## src/rtl/mac_tx_pkg.sv

```systemverilog
// Shared types and constants for the MAC-side XGMII transmit adapter:
// FSM state encoding, per-block control qualifiers and the keep split helper.
package mac_tx_pkg;

    localparam int DATA_W  = 32;
    localparam int BLOCK_W = 64;
    localparam int KEEP_W  = DATA_W / 8;
    localparam int BKEEP_W = BLOCK_W / 8;

    // Byte 0 is overwritten with /S/ by the encoder downstream.
    localparam logic [BLOCK_W-1:0] PREAMBLE_BLOCK = 64'hD555_5555_5555_5555;

    typedef enum logic [2:0] {
        IDLE,
        PRE,
        DATA,
        TERM,
        IPG,
        DROP
    } tx_state_e;

    typedef struct packed {
        logic ctrl;
        logic idle;
        logic start;
        logic term;
        logic err;
    } blk_flags_t;

    localparam blk_flags_t FL_DATA  = 5'b00000;
    localparam blk_flags_t FL_IDLE  = 5'b11000;
    localparam blk_flags_t FL_START = 5'b10100;
    localparam blk_flags_t FL_TERM  = 5'b10010;
    localparam blk_flags_t FL_ERR   = 5'b10001;

    typedef struct packed {
        logic [KEEP_W-1:0] upper;
        logic [KEEP_W-1:0] lower;
    } keep_pair_t;

    function automatic keep_pair_t split_keep(input logic [BKEEP_W-1:0] keep);
        keep_pair_t kp;
        kp.lower = keep[KEEP_W-1:0];
        kp.upper = keep[BKEEP_W-1:KEEP_W];
        return kp;
    endfunction

endpackage

```

## src/rtl/mac_tx_keep_split.sv

```systemverilog
// Splits a full-block byte-enable into the half currently on the wire and
// the half that shares its block.
module mac_tx_keep_split
    import mac_tx_pkg::*;
(
    input  logic [BKEEP_W-1:0] keep,
    input  logic               part,
    output logic [KEEP_W-1:0]  keep_cur,
    output logic [KEEP_W-1:0]  keep_other
);

    keep_pair_t kp;

    always_comb begin
        kp         = split_keep(keep);
        keep_cur   = part ? kp.upper : kp.lower;
        keep_other = part ? kp.lower : kp.upper;
    end

endmodule

```

## src/rtl/mac_tx_xgmii.sv

```systemverilog
// 64-bit stream to 32-bit half-block adapter in front of the 10G PCS TX.
// Define MAC_TX_STATS_EN to add the frame_cnt_o / abort_cnt_o statistics ports.
module mac_tx_xgmii
    import mac_tx_pkg::*;
#(
    parameter int IPG_BLOCKS = 1
) (
    input  logic               clk,
    input  logic               reset,
    input  logic               s_valid_i,
    input  logic [BLOCK_W-1:0] s_data_i,
    input  logic [BKEEP_W-1:0] s_keep_i,
    input  logic               s_last_i,
    input  logic               s_err_i,
    output logic               s_ready_o,
    input  logic               pcs_ready_i,
    output logic               ctrl_v_o,
    output logic               idle_v_o,
    output logic               start_o,
    output logic               term_o,
    output logic               err_o,
    output logic               part_o,
    output logic [DATA_W-1:0]  data_o,
    output logic [KEEP_W-1:0]  keep_o,
    output logic [KEEP_W-1:0]  keep_next_o
`ifdef MAC_TX_STATS_EN
    ,
    output logic [31:0]        frame_cnt_o,
    output logic [15:0]        abort_cnt_o
`endif
);

    localparam logic [3:0] IPG_CNT = 4'(IPG_BLOCKS);

    tx_state_e          state_q, state_d;
    logic               part_q;
    logic [BLOCK_W-1:0] buf_q, buf_d;
    blk_flags_t         flags_q, flags_d;
    logic [BKEEP_W-1:0] bkeep_q, bkeep_d;
    logic [3:0]         ipg_cnt_q, ipg_cnt_d;
    logic               last_seen_q, err_seen_q;
    logic               boundary, accept, frame_err;

    assign boundary  = pcs_ready_i & part_q;
    assign s_ready_o = (((state_q == PRE || state_q == DATA) && boundary) || state_q == DROP)
                       && !last_seen_q;
    assign accept    = s_valid_i & s_ready_o;
    // Only consulted when the beat on the stream is being accepted.
    assign frame_err = err_seen_q | s_err_i;

    // Decides the next block; the registers only load it at a boundary.
    always_comb begin
        // NOTE: every output of this block gets a default first, so no path leaves one unassigned and no latch is inferred.
        state_d   = state_q;
        buf_d     = '0;
        flags_d   = FL_IDLE;
        bkeep_d   = '0;
        ipg_cnt_d = ipg_cnt_q;
        case (state_q)
            IDLE: begin
                if (s_valid_i) begin
                    state_d = PRE;
                    buf_d   = PREAMBLE_BLOCK;
                    flags_d = FL_START;
                    bkeep_d = '1;
                end
            end
            PRE, DATA: begin
                if (last_seen_q) begin
                    if (flags_q.ctrl) begin
                        state_d   = IPG;
                        ipg_cnt_d = 4'd1;
                    end else begin
                        state_d = TERM;
                        flags_d = err_seen_q ? FL_ERR : FL_TERM;
                    end
                end else if (s_valid_i) begin
                    state_d = DATA;
                    buf_d   = s_data_i;
                    if (s_last_i && s_keep_i != '1) begin
                        flags_d = frame_err ? FL_ERR : FL_TERM;
                        bkeep_d = frame_err ? '0 : s_keep_i;
                    end else begin
                        flags_d = FL_DATA;
                        bkeep_d = s_keep_i;
                    end
                end else begin
                    state_d = DROP;
                    flags_d = FL_ERR;
                end
            end
            TERM: begin
                state_d   = IPG;
                ipg_cnt_d = 4'd1;
            end
            IPG: begin
                if (ipg_cnt_q >= IPG_CNT) state_d = IDLE;
                else ipg_cnt_d = ipg_cnt_q + 4'd1;
            end
            DROP: begin
                if (last_seen_q || (accept && s_last_i)) begin
                    state_d   = IPG;
                    ipg_cnt_d = 4'd1;
                end
            end
            default: state_d = IDLE;
        endcase
    end

    // NOTE: sequential state uses non-blocking assignments so every register samples pre-edge values.
    always_ff @(posedge clk) begin
        if (reset) begin
            state_q     <= IDLE;
            part_q      <= 1'b0;
            buf_q       <= '0;
            flags_q     <= FL_IDLE;
            bkeep_q     <= '0;
            ipg_cnt_q   <= '0;
            last_seen_q <= 1'b0;
            err_seen_q  <= 1'b0;
        end else begin
            if (accept) begin
                if (s_last_i) last_seen_q <= 1'b1;
                if (s_err_i)  err_seen_q  <= 1'b1;
            end
            if (pcs_ready_i) part_q <= ~part_q;
            if (boundary) begin
                state_q   <= state_d;
                buf_q     <= buf_d;
                flags_q   <= flags_d;
                bkeep_q   <= bkeep_d;
                ipg_cnt_q <= ipg_cnt_d;
                if (state_d == PRE) begin
                    last_seen_q <= 1'b0;
                    err_seen_q  <= 1'b0;
                end
            end
        end
    end

    assign part_o = part_q;
    assign data_o = part_q ? buf_q[BLOCK_W-1:DATA_W] : buf_q[DATA_W-1:0];
    assign {ctrl_v_o, idle_v_o, start_o, term_o, err_o} = flags_q;

    mac_tx_keep_split u_keep_split (
        .keep       (bkeep_q),
        .part       (part_q),
        .keep_cur   (keep_o),
        .keep_other (keep_next_o)
    );

`ifdef MAC_TX_STATS_EN
    always_ff @(posedge clk) begin
        if (reset) begin
            frame_cnt_o <= '0;
            abort_cnt_o <= '0;
        end else if (boundary) begin
            if (flags_d.term) frame_cnt_o <= frame_cnt_o + 32'd1;
            if (flags_d.err)  abort_cnt_o <= abort_cnt_o + 16'd1;
        end
    end
`endif

endmodule

```

## config.mk

```make
export PLATFORM = sky130hd
export DESIGN_NAME = mac_tx_xgmii
export DESIGN_NICKNAME = d
export VERILOG_FILES = /design/src/rtl/mac_tx_pkg.sv /design/src/rtl/mac_tx_keep_split.sv /design/src/rtl/mac_tx_xgmii.sv
export SDC_FILE = /design/constraint.sdc
export NUM_CORES = 1
export LEC_CHECK = 0
export CAP_MARGIN = 0
export CORE_ASPECT_RATIO = 1.25
export CORE_MARGIN = 5
export CORE_UTILIZATION = 41
export CTS_CLUSTER_DIAMETER = 120
export DETAILED_ROUTE_END_ITERATION = 6
export PLACE_DENSITY = 0.78
export RECOVER_POWER = 25
export REMOVE_ABC_BUFFERS = 1
export SKIP_CTS_REPAIR_TIMING = 1
export SYNTH_ARGS = -nofsm -noshare
export SYNTH_HDL_FRONTEND = slang
export SYNTH_SLANG_ARGS = --single-unit
```

## constraint.sdc

```tcl
create_clock -name clk -period 1.6 [get_ports clk]
set_input_delay 0.24 -clock clk [delete_from_list [all_inputs] [get_ports clk]]
set_output_delay 0.24 -clock clk [all_outputs]
set_load 0.05 [all_outputs]
```

# After elaboration in Yosys (flattened, before gate mapping)
# Cells that the tools add are included.
# totals
regBits	87
mem_count	0
latchBits	0
inputBits	78
ramBits	0
wordCells	82
rom_bits	0
output_inout_bits	47
# classes
n_eq_ne	11
n_lt_le_gt_ge	1
bitwise_logic	4
mux	41
n_div	0
n_mul	0
n_addsub	1
reduce_logical	12
shift	0
# ops
cell	n
$mux W64	3
$pmux W64 S2	1
$mux W8	5
$mux W32	1
$mux W4	8
$mux W3	6
$pmux W4 S4	1
$pmux W8 S2	1
$mux W5	3
$pmux W3 S5	1
$pmux W5 S2	1
$mux W1	8
$ne A8 B8 Y1 const B	1
$eq A3 B1 Y1 const B	2
$eq A3 B2 Y1 const B	2
$eq A3 B3 Y1 const B	2
$ne A2 B2 Y1 const B	3
$reduce_and A6 Y1	1
$add A4 B1 Y4 const B	1
$ge A4 B1 Y1 const B	1
$logic_and A1 B1 Y1	4
$mux W2	2
$reduce_bool A4 Y1	1
$logic_not A3 Y1	1
7 further kinds	10

# Logic depth before layout (Yosys ltp)
# depth
word_depth	13
depth_mapped	8

# Cells and area by module
# A second synthesis with hierarchy kept.
# unflattened
cells_unflattened	366
hier_area_um2	3801.1
# by_module_without_submodules
module	n_inst	area_each_um2	seq_area_each_um2	cells_per_inst
mac_tx_xgmii	1	3669.8	1741.7	357
mac_tx_keep_split	1	131.4	0.0	9

# Worst setup path before layout
# Ideal clock, no wire load.
# synth_path
kind	register to output
from	register part_q, in the netlist part_o
to	output s_ready_o
arrival_ns	2.085
setup_slack_ns	-0.725
required_ns	1.360
path_stages_with_launch	5
path_buffers	1
cell_sequence	dfxtp_1 -> buf_2 -> nand2_1 -> o31ai_1 -> nor2b_1
# synth_via
elab_chain_cells	4
# synth_lines
element	line_no	source
from (decl)	mac_tx_xgmii.sv:36	logic part_q;
from (signal assigned)	mac_tx_xgmii.sv:126	if (pcs_ready_i) part_q <= ~part_q;
$and A1 B1 Y1	mac_tx_xgmii.sv:44	assign boundary = pcs_ready_i & part_q;
$logic_and A1 B1 Y1	mac_tx_xgmii.sv:45	assign s_ready_o = (((state_q == PRE || state_q == DATA) && boundary) || state_q == DROP)
$logic_or A1 B1 Y1	mac_tx_xgmii.sv:45	
$logic_and A1 B1 Y1	mac_tx_xgmii.sv:46	&& !last_seen_q;
to (decl)	mac_tx_xgmii.sv:15	output logic s_ready_o,
# No other way between the ends.

# Worst setup path after layout
# layout_path
from	register state_q[1]
to	register bkeep_q[6]
# layout_via
elab_chain_cells	3
elab_cells_between_ends	5
cone_classes	eq/ne (2); mux (1); reduce/logical (2)
# layout_lines
element	line_no	source
from (decl)	mac_tx_xgmii.sv:35	tx_state_e state_q, state_d;
from (signal assigned)	mac_tx_xgmii.sv:128	state_q <= state_d;
$eq A3 B1 Y1 or $eq A3 B2 Y1 (tied branches)	mac_tx_xgmii.sv:59	case (state_q)
$reduce_or A2 Y1	mac_tx_xgmii.sv:59	
$pmux W8 S2 *	mac_tx_xgmii.sv:59	
to (signal assigned)	mac_tx_xgmii.sv:131	bkeep_q <= bkeep_d;
to (decl)	mac_tx_xgmii.sv:39	logic [BKEEP_W-1:0] bkeep_q, bkeep_d;
# Mark *: on every way between the ends. The rest lies on a longest branch, timed or not.
# A chain may end at the register's enable or synchronous reset.

==> impl_metrics.env <==
export IMPL_areaGrowthSynthToFinish_pct=58.1
export IMPL_path_clk_slew_ns=0.09
export IMPL_yosysSeqAreaShare=0.468
export IMPL_ir_drop_mv=0.408
export IMPL_coreArea_um2=8800
export IMPL_first_iter_violations=183
export IMPL_die_h_um=117
export IMPL_vias=3610
export IMPL_synth_top_area_frac=0.468
export IMPL_cts_buffers=9
export IMPL_post_route_period_util=1.13
export IMPL_drt_total_wl_mm=12.1
export IMPL_syn_area_um2=3720
export IMPL_finalClockSkew_ns=0.00947
export IMPL_reg2regPathDepth=7
export IMPL_fin_ws_ns=-0.201
export IMPL_detail_route_vias_per_cell=5.68
export IMPL_initial_utilization=0.423
export IMPL_ctsLongestPathBuffers=2
export IMPL_cts_sinks=87
export IMPL_rsz0062_at_grt="yes"
export IMPL_std_cell_rows=38
export IMPL_hp_class="primary input to flop"
export IMPL_worst_pin_slew_ns=0.410
export IMPL_io_buffers=124
export IMPL_clock_latency_ns=0.36
export IMPL_hpwlAfterDp_mm=7.68
export IMPL_place_gp_congestion=0.821
export IMPL_critPathLaunchType="flop"
export IMPL_grt_pass1_wl_mm=16.7
export IMPL_holdWs_ns=0.333
export IMPL_grt_start_max_net_pins=42
export IMPL_synth_top_area_cell="dfxtp_1"
export IMPL_violations="setup timing"
export IMPL_status="complete, but fails checks"
export IMPL_power_total_mw=4.83
export IMPL_cp_data_arrival_time_ns=2.09
export IMPL_hold_path_depth=3
export IMPL_synth_avg_cell_area_um2=10.3
export IMPL_cp_buffers_inverters=3
export IMPL_synth_distinct_cells=39
export IMPL_ys_top_cells_by_area="dfxtp_1 (47%), mux2_2 (12%), a221oi_1 (7.8%)"
export IMPL_wl_per_cell_um=19.0
export IMPL_critical_path_class="flop to flop"
export IMPL_dieArea_um2=11100
export IMPL_synth_flop_cell="dfxtp_1"
export IMPL_post_synth_top_count_cell="dfxtp_1"
export IMPL_min_period_ns=1.80
export IMPL_finalSetupViolCount=71
export IMPL_finalNetCount=593
export IMPL_htreeDepth=3
export IMPL_fmax_ghz=0.555
export IMPL_slowest_stage="nor4_4"
export IMPL_cpLargestDelayFamily="buffers and inverters"
export IMPL_drive_above_1_share=0.349
export IMPL_relSlewSlack=0.727
export IMPL_grt_ovfl_total=0
export IMPL_ys_warn_count=0
export IMPL_cp_max_fo=7
export IMPL_diodes=0
export IMPL_maxCapViolations=0
export IMPL_cts_root_buf="clkbuf_8"
export IMPL_fin_util=0.669
export IMPL_cp_cell_sequence="xnor2_2 > buf_6 > nor4_4 > buf_4 > clkbuf_16 > o211ai_1 > a21oi_1"
export IMPL_ant_nets=0
export IMPL_p_leak_nw=2.34
export IMPL_fp_dieW_um=95.2
export IMPL_synth_edf_count=0
export IMPL_power_density_nw_per_um2=821
export IMPL_grt_pass1_vias=3436
export IMPL_synth_common_cells="dfxtp_1 (87), nor2_1 (41), mux2_2 (40)"
export IMPL_drv_slew=0
export IMPL_async_flop_share=0
export IMPL_crit_path_end_kind="flop"
export IMPL_io_pins=125
export IMPL_synthCells=360
export IMPL_antenna_found_initial=0
export IMPL_cts_tree="done"
export IMPL_path_depth=7
export IMPL_drcViolationCount=0
export IMPL_drtPass1Iterations=5
export IMPL_hold_violations=0
export IMPL_grtUsageTotal=0.191
export IMPL_cp_required_ns=1.89
export IMPL_synth_seq_cells=87
export IMPL_critPathMaxStageDelay_ns=0.42
-- cell usage in the layout, fill, tap and decap left out, drive strengths merged, types with 7 or more instances in the layout --
cell	instances
buf	98
dfxtp	87
clkdlybuf4s50	76
nor2	41
mux2	40
a221oi	33
a22o	32
a21oi	21
clkbuf	16
o211ai	9
nor3	7
-- worst paths after layout --
| check | start | endpoint | slack (ns) |
|---|---|---|---|
| hold reg to reg | ipg_cnt_q[3] | ipg_cnt_q[3] | 0.45 |
| setup / recovery | state_q[1] | bkeep_q[6] | -0.20 |
| setup reg to reg | state_q[1] | bkeep_q[6] | -0.20 |
| hold / removal | reset | ipg_cnt_q[3] | 0.33 |
-- registers in the layout, summed over array words and instances (netlist names) --
signal / flops
buf_q: 64
ipg_cnt_q: 4
state_q: 3
bkeep_q: 8
start_o: 1
idle_v_o: 1
term_o: 1
last_seen_q: 1
ctrl_v_o: 1
err_o: 1
err_seen_q: 1
part_o: 1
-- final cells by class --
cell class	instances	area [um^2]
Clock buffer	12	155
Clock inverter	3	42.5
Fill cell	669	2910
Inverter	4	15.0
Multi-Input combinational cell	232	1930
Sequential cell	87	1750
Tap cell	120	150
Timing Repair Buffer	178	1840
-- power by group --
part	switching [mW]	internal [mW]	leakage, nW	total (mW)
logic	0.490	0.508	1.54	0.998
clock network	0.763	0.797	0.0985	1.56
registers	0.0450	2.23	0.707	2.27
-- per-layer routing --
layer / track usage / up-vias / wire length [um]
li1: - / 1674 / -
met4: 0.0847 / 0 / 422
met2: 0.333 / 130 / 6400
met3: 0.0277 / 33 / 555
met5: 0 / - / 0
met1: 0.232 / 1773 / 4710
-- worst min-delay path, stage by stage --
cell and delay [ns]:
buf_2 0.12, buf_4 0.24, a211oi_2 0.05
-- per-stage QoR --
stage | setup TNS [ns] | cell area [um^2] | instances | setup slack, ns
after floorplan | -253.66 | 3540 | 323 | -2.95
after global placement | -17.72 | 5230 | 611 | -0.270
after detailed placement | -20.27 | 5230 | 611 | -0.327
after CTS | -10.55 | 5430 | 626 | -0.336
after global routing | -12.16 | 5880 | 636 | -0.266
final | -7.21 | 5880 | 636 | -0.201
-- cells by family after synthesis --
family          after synthesis  synth area share
flops                        87             0.468
buf+inv                      41            0.0528
compound gates              115             0.242
fa+ha+maj                     3            0.0101
simple gates                 72            0.0995
mux                          40             0.121
xor+xnor                      2           0.00673
Power figures use the tool's default switching activity.
